### src/rtl/br_resolve_q.sv
// br_resolve_q: branch-resolution queue matching predictions to outcomes and driving predictor updates.
// Optional saturating statistics counters are enabled by defining BR_RES_STATS_EN.
module br_resolve_q #(
    parameter int DW    = 8,
    parameter int AW    = 2,
    parameter int CNT_W = 16
) (
    input  logic             clk,
    input  logic             reset,
    input  logic             pred_valid,
    input  logic             pred_taken,
    input  logic [DW-1:0]    pred_tag,
    output logic             pred_ready,
    input  logic             res_valid,
    input  logic             res_taken,
    input  logic [DW-1:0]    res_tag,
    output logic             upd_valid,
    output logic             torn,
    output logic [DW-1:0]    upd_data,
    output logic             mispredict,
    output logic             tag_err,
    output logic             underflow,
    output logic [CNT_W-1:0] stat_res,
    output logic [CNT_W-1:0] stat_mis
);
    localparam int DEPTH = 1 << AW;
    localparam logic [AW:0] FULL = (AW+1)'(DEPTH);
    logic [DEPTH-1:0] q_taken;
    logic [DW-1:0]    q_tag [DEPTH];
    logic [AW-1:0]    rd_ptr, wr_ptr;
    logic [AW:0]      count;
    logic             pop, push, mis, head_taken;
    logic [DW-1:0]    head_tag;
    // A mispredicting pop kills any same-cycle push: that prediction is on the wrong path.
    always_comb begin
        pred_ready = count < FULL;
        pop        = res_valid && count != '0;
        head_taken = q_taken[rd_ptr];
        head_tag   = q_tag[rd_ptr];
        mis        = pop && head_taken != res_taken;
        push       = pred_valid && pred_ready && !mis;
    end
    always_ff @(posedge clk) begin
        if (push) begin
            q_taken[wr_ptr] <= pred_taken;
            q_tag[wr_ptr]   <= pred_tag;
        end
    end
    always_ff @(posedge clk) begin
        if (!reset) begin
            rd_ptr     <= '0;
            wr_ptr     <= '0;
            count      <= '0;
            upd_valid  <= 1'b0;
            torn       <= 1'b0;
            upd_data   <= '0;
            mispredict <= 1'b0;
            tag_err    <= 1'b0;
            underflow  <= 1'b0;
        end else begin
            rd_ptr     <= mis ? wr_ptr : rd_ptr + AW'(pop);
            wr_ptr     <= wr_ptr + AW'(push);
            count      <= mis ? '0 : count + (AW+1)'(push) - (AW+1)'(pop);
            upd_valid  <= pop;
            mispredict <= mis;
            tag_err    <= pop && res_tag != head_tag;
            underflow  <= res_valid && count == '0;
            if (pop) begin
                torn     <= res_taken;
                upd_data <= head_tag;
            end
        end
    end
`ifdef BR_RES_STATS_EN
    always_ff @(posedge clk) begin
        if (!reset) begin
            stat_res <= '0;
            stat_mis <= '0;
        end else begin
            if (pop && stat_res != '1) stat_res <= stat_res + CNT_W'(1);
            if (mis && stat_mis != '1) stat_mis <= stat_mis + CNT_W'(1);
        end
    end
`else
    assign stat_res = '0;
    assign stat_mis = '0;
`endif
endmodule

### config.mk
export PLATFORM = sky130hd
export DESIGN_NAME = br_resolve_q
export DESIGN_NICKNAME = d
export VERILOG_FILES = /design/src/rtl/br_resolve_q.sv
export SDC_FILE = /design/constraint.sdc
export NUM_CORES = 1
export LEC_CHECK = 0
export BUFFER_PORTS_ARGS = -buffer_cell sky130_fd_sc_hd__buf_2
export CORE_MARGIN = 3
export CORE_UTILIZATION = 52
export DETAILED_ROUTE_END_ITERATION = 10
export HOLD_SLACK_MARGIN = 0.06
export PLACE_DENSITY = 0.87
export SLEW_MARGIN = 20
export SYNTH_ARGS = -nofsm -noshare
export SYNTH_HDL_FRONTEND = slang
export SYNTH_SLANG_ARGS = --single-unit
### constraint.sdc
create_clock -name clk -period 3.6 [get_ports clk]
set_input_delay 0.36 -clock clk [delete_from_list [all_inputs] [get_ports clk]]
set_output_delay 0.36 -clock clk [all_outputs]
set_load 0.05 [all_outputs]
==> run_results.csv <==
group,metric,value,unit
detailed_routing,dr.pass1.iters,4,
cells_and_area,layout_common_cells,"edfxtp_1, buf_2, conb_1, nand2_1, dfxtp_1",
critical_path,worstPathRequired,3.79,ns
yosys,synthMuxAreaShare,8.99,%
cells_and_area,regArea,0.00148,mm^2
critical_path,reg2reg_from,"rd_ptr[1]",
critical_path,worst_setup_path_end_kind,"register",
power_and_ir_drop,p_leak,1.10,nW
critical_path,critPathBufInv,1,
timing,final.min_clock_period,2.85,ns
cts,cts_tree,"yes",
critical_path,slowest_delay,0.62,ns
power_and_ir_drop,clkPwrFrac,16.9,%
floorplan,fp.dieH,75.4,um
global_route,grt_overflow,0,
global_route,grt_pass1_wl,6.07,mm
floorplan,die_area,0.00569,mm^2
power_and_ir_drop,switchingPower,0.722,mW
cells_and_area,fin_nets,244,
timing,worst_slack,0.746,ns
place,post_dp_cell_area,0.00262,mm^2
detailed_routing,wl,3.97,mm
critical_path,crit_path_top_delay_cell,"dfxtp_1",
min_path,worstHoldStart,"pred_tag[1]",
floorplan,chipWidth,75.4,um
global_route,grt_pass1_vias,1218,
detailed_routing,drc,0,
power_and_ir_drop,powerDensity,713,mW/mm^2
cts,hold_buffers,0,
critical_path,reg2reg_to,"count[2]",
global_route,antenna_found_initial,0,
yosys,synth_top_family_by_area,"buffers and inverters",
cts,clkSlewWorstSetupHoldPaths,0.09,ns
yosys,syn_inst,178,
place,routabilityCongestion,0.746,
critical_path,cp_top_family,"adder cells",
timing,fmax,350,MHz
timing,drv_slew,0,
yosys,synth-edff-count,36,
floorplan,fp-row-count,24,
detailed_routing,drtIter0Drc,82,
critical_path,rr_worst_depth,10,
timing,tns,0,ns
cts,cts_setup_buffers,0,
cells_and_area,antenna_cells,0,
floorplan,core-area,0.00450,mm^2
cts,post_cts_resize_count,0,
place,hpwl,2.90,mm
yosys,synth-simple-area-share,6.84,%
timing,final_hold_viol_count,0,
timing,rsz0062_at_grt,"no",
cells_and_area,syn2layout_area_growth,7.79,%
cells_and_area,drive_above_1_share,23.9,%
cts,cts_root_buf,"clkbuf_8",
timing,setup_violations,0,
cells_and_area,mostFrequentLayoutCell,"edfxtp_1",
critical_path,crit_type,"reg -> reg",
yosys,synthAdderAreaFrac,2.80,%
critical_path,cp_cell_sequence,"mux4_2 > xnor2_4 > o211ai_4 > ha_1 > inv_1 > ha_1 > fa_1 > xnor2_1 > xnor2_1 > nor2_1",
cells_and_area,postLayoutCoreUtil,59.9,%
min_path,holdPathStages,1,
timing,worst_pin_slew,0.811,ns
yosys,synth_compound_area_share,5.00,%
floorplan,initial_utilization,55.6,%
run,cap_violations,0,
cells_and_area,multiInputGateArea,845,um^2
yosys,synth_xor_area_share,5.29,%
yosys,ys_seq_area_share,59.1,%
outcome,status,"finished, final reports clean",
timing,slew_headroom,45.7,%
global_route,grt_max_degree,18,
floorplan,ioPinCount,68,
cts,cts.sinks,56,
place,preCtsSetupSlack,0.731,ns
power_and_ir_drop,p_int,1.20,mW
cells_and_area,final_area,0.00270,mm^2
yosys,ys_warn_count,0,
power_and_ir_drop,combPwrFrac,37.9,%
cts,cts_htree_levels,2,
power_and_ir_drop,ir_worst_vdd,0.343,mV
timing,holdWs,0.274,ns
cts,clock_latency,0.30,ns
critical_path,path_max_fanout,10,
cts,tritoncts.num_buffers,5,
global_route,grt_usage,14.9,%
yosys,ys_seq_elements,56,
min_path,hold_end,"q_tag[3][1]",
min_path,hold_path_class,"in -> reg",
power_and_ir_drop,switching_share,37.5,%
timing,timing.final.crit_share,79.3,%
yosys,avgSynthCellArea,14.1,um^2
detailed_routing,wl_per_cell,14.7,um
critical_path,crit_path_start_kind,"register",
power_and_ir_drop,seqPwrFrac,45.2,%
yosys,synth_cell_types,32,
detailed_routing,vias_per_cell,4.96,
yosys,synth_ff_type,"edfxtp_1",
yosys,synthesis.area,0.00250,mm^2
cts,cts_buffer_depth,2,
detailed_routing,vias,1338,
place,numPortBuffers,35,
critical_path,cp.arrival,3.04,ns
yosys,synthArstFlopShare,0,%
cells_and_area,fill_cells,351,
critical_path,reg2reg_slack,0.75,ns
timing,fin_worst_skew,0.00422,ns
detailed_routing,ant_nets,0,
registers in the layout (all words and copies together), names as in the netlist:
name and count:
q_tag 32, upd_data 8, q_taken 4, count 3, rd_ptr 2, wr_ptr 2, mispredict 1, tag_err 1
torn 1, underflow 1, upd_valid 1
cell type report:
| class | instances | share of cell area, % |
|---|---|---|
| clock buffer | 7 | 2.83 |
| tap | 52 | 2.41 |
| clock inverter | 1 | 0.324 |
| timing repair buffer | 38 | 7.32 |
| sequential | 56 | 54.9 |
| inverter | 7 | 0.973 |
| multi-input combinational | 109 | 31.3 |
cells in the mapped netlist, types with 2 or more instances:
library cell	count	area, um^2
mux4_1	6	158
clkbuf_1	2	7.51
ha_1	4	50.1
mux4_2	3	67.6
edfxtp_1	36	1080
nor4_1	3	18.8
and2_1	2	12.5
xor2_1	9	78.8
inv_1	7	26.3
a21boi_0	9	67.6
nand2_1	21	78.8
buf_4	32	240
dfxtp_1	20	400
nor3b_2	2	25.0
nor2_1	3	11.3
xnor2_1	3	26.3
routing by layer:
layer | GRT usage (%) | share of wire, % | vias up
li1 | - | - | 644
met1 | 18.8 | 41 | 623
met2 | 25.4 | 49 | 67
met3 | 4.09 | 8.9 | 4
met4 | 4.08 | 0.76 | 0
met5 | 0 | 0 | -
worst max path at each step:
| stage | endpoint | slack [ns] | cells past startpoint | from |
|---|---|---|---|---|
| after global placement | count[2] | 0.91 | 10 | rd_ptr[1] |
| after detailed placement | count[2] | 0.73 | 9 | count[2] |
| after global routing | count[2] | 0.43 | 9 | count[2] |
| after floorplan | count[2] | 0.90 | 11 | rd_ptr[0] |
| final | count[2] | 0.75 | 10 | rd_ptr[1] |
| after CTS | count[2] | 0.73 | 10 | rd_ptr[1] |
worst reg2reg max path, stage by stage (launching register included):
cell      delay (ns)
dfxtp_1         0.62
mux4_2          0.45
xnor2_4         0.22
o211ai_4        0.14
ha_1            0.32
inv_1           0.04
ha_1            0.18
fa_1            0.38
xnor2_1         0.20
xnor2_1         0.15
nor2_1          0.05
power groups by stage:
| stage | clock network (mW) | logic [mW] | registers, mW |
|---|---|---|---|
| 6_report | 0.325 | 0.730 | 0.871 |
| 5_1_grt | 0.363 | 0.796 | 0.883 |
| 4_1_cts | 0.334 | 0.738 | 0.873 |
| 3_5_place_dp | 0 | 0.735 | 0.886 |
| 3_3_place_gp | 0 | 0.718 | 0.877 |
| 2_1_floorplan | 0 | 0.489 | 1.00 |
cells by family after synthesis:
| kind of cell | after synthesis |
|---|---|
| compound gates | 15 |
| simple gates | 35 |
| other cells | 1 |
| mux | 9 |
| fa+ha+maj | 5 |
| xor+xnor | 13 |
| flops | 56 |
| buf+inv | 44 |
metrics by stage:
step,cells,power (mW)
CTS,270,1.94
floorplan,209,1.49
global route,270,2.04
detailed placement,262,1.62
global placement,262,1.60
finish,270,1.93
Power figures use the tool's default switching activity.
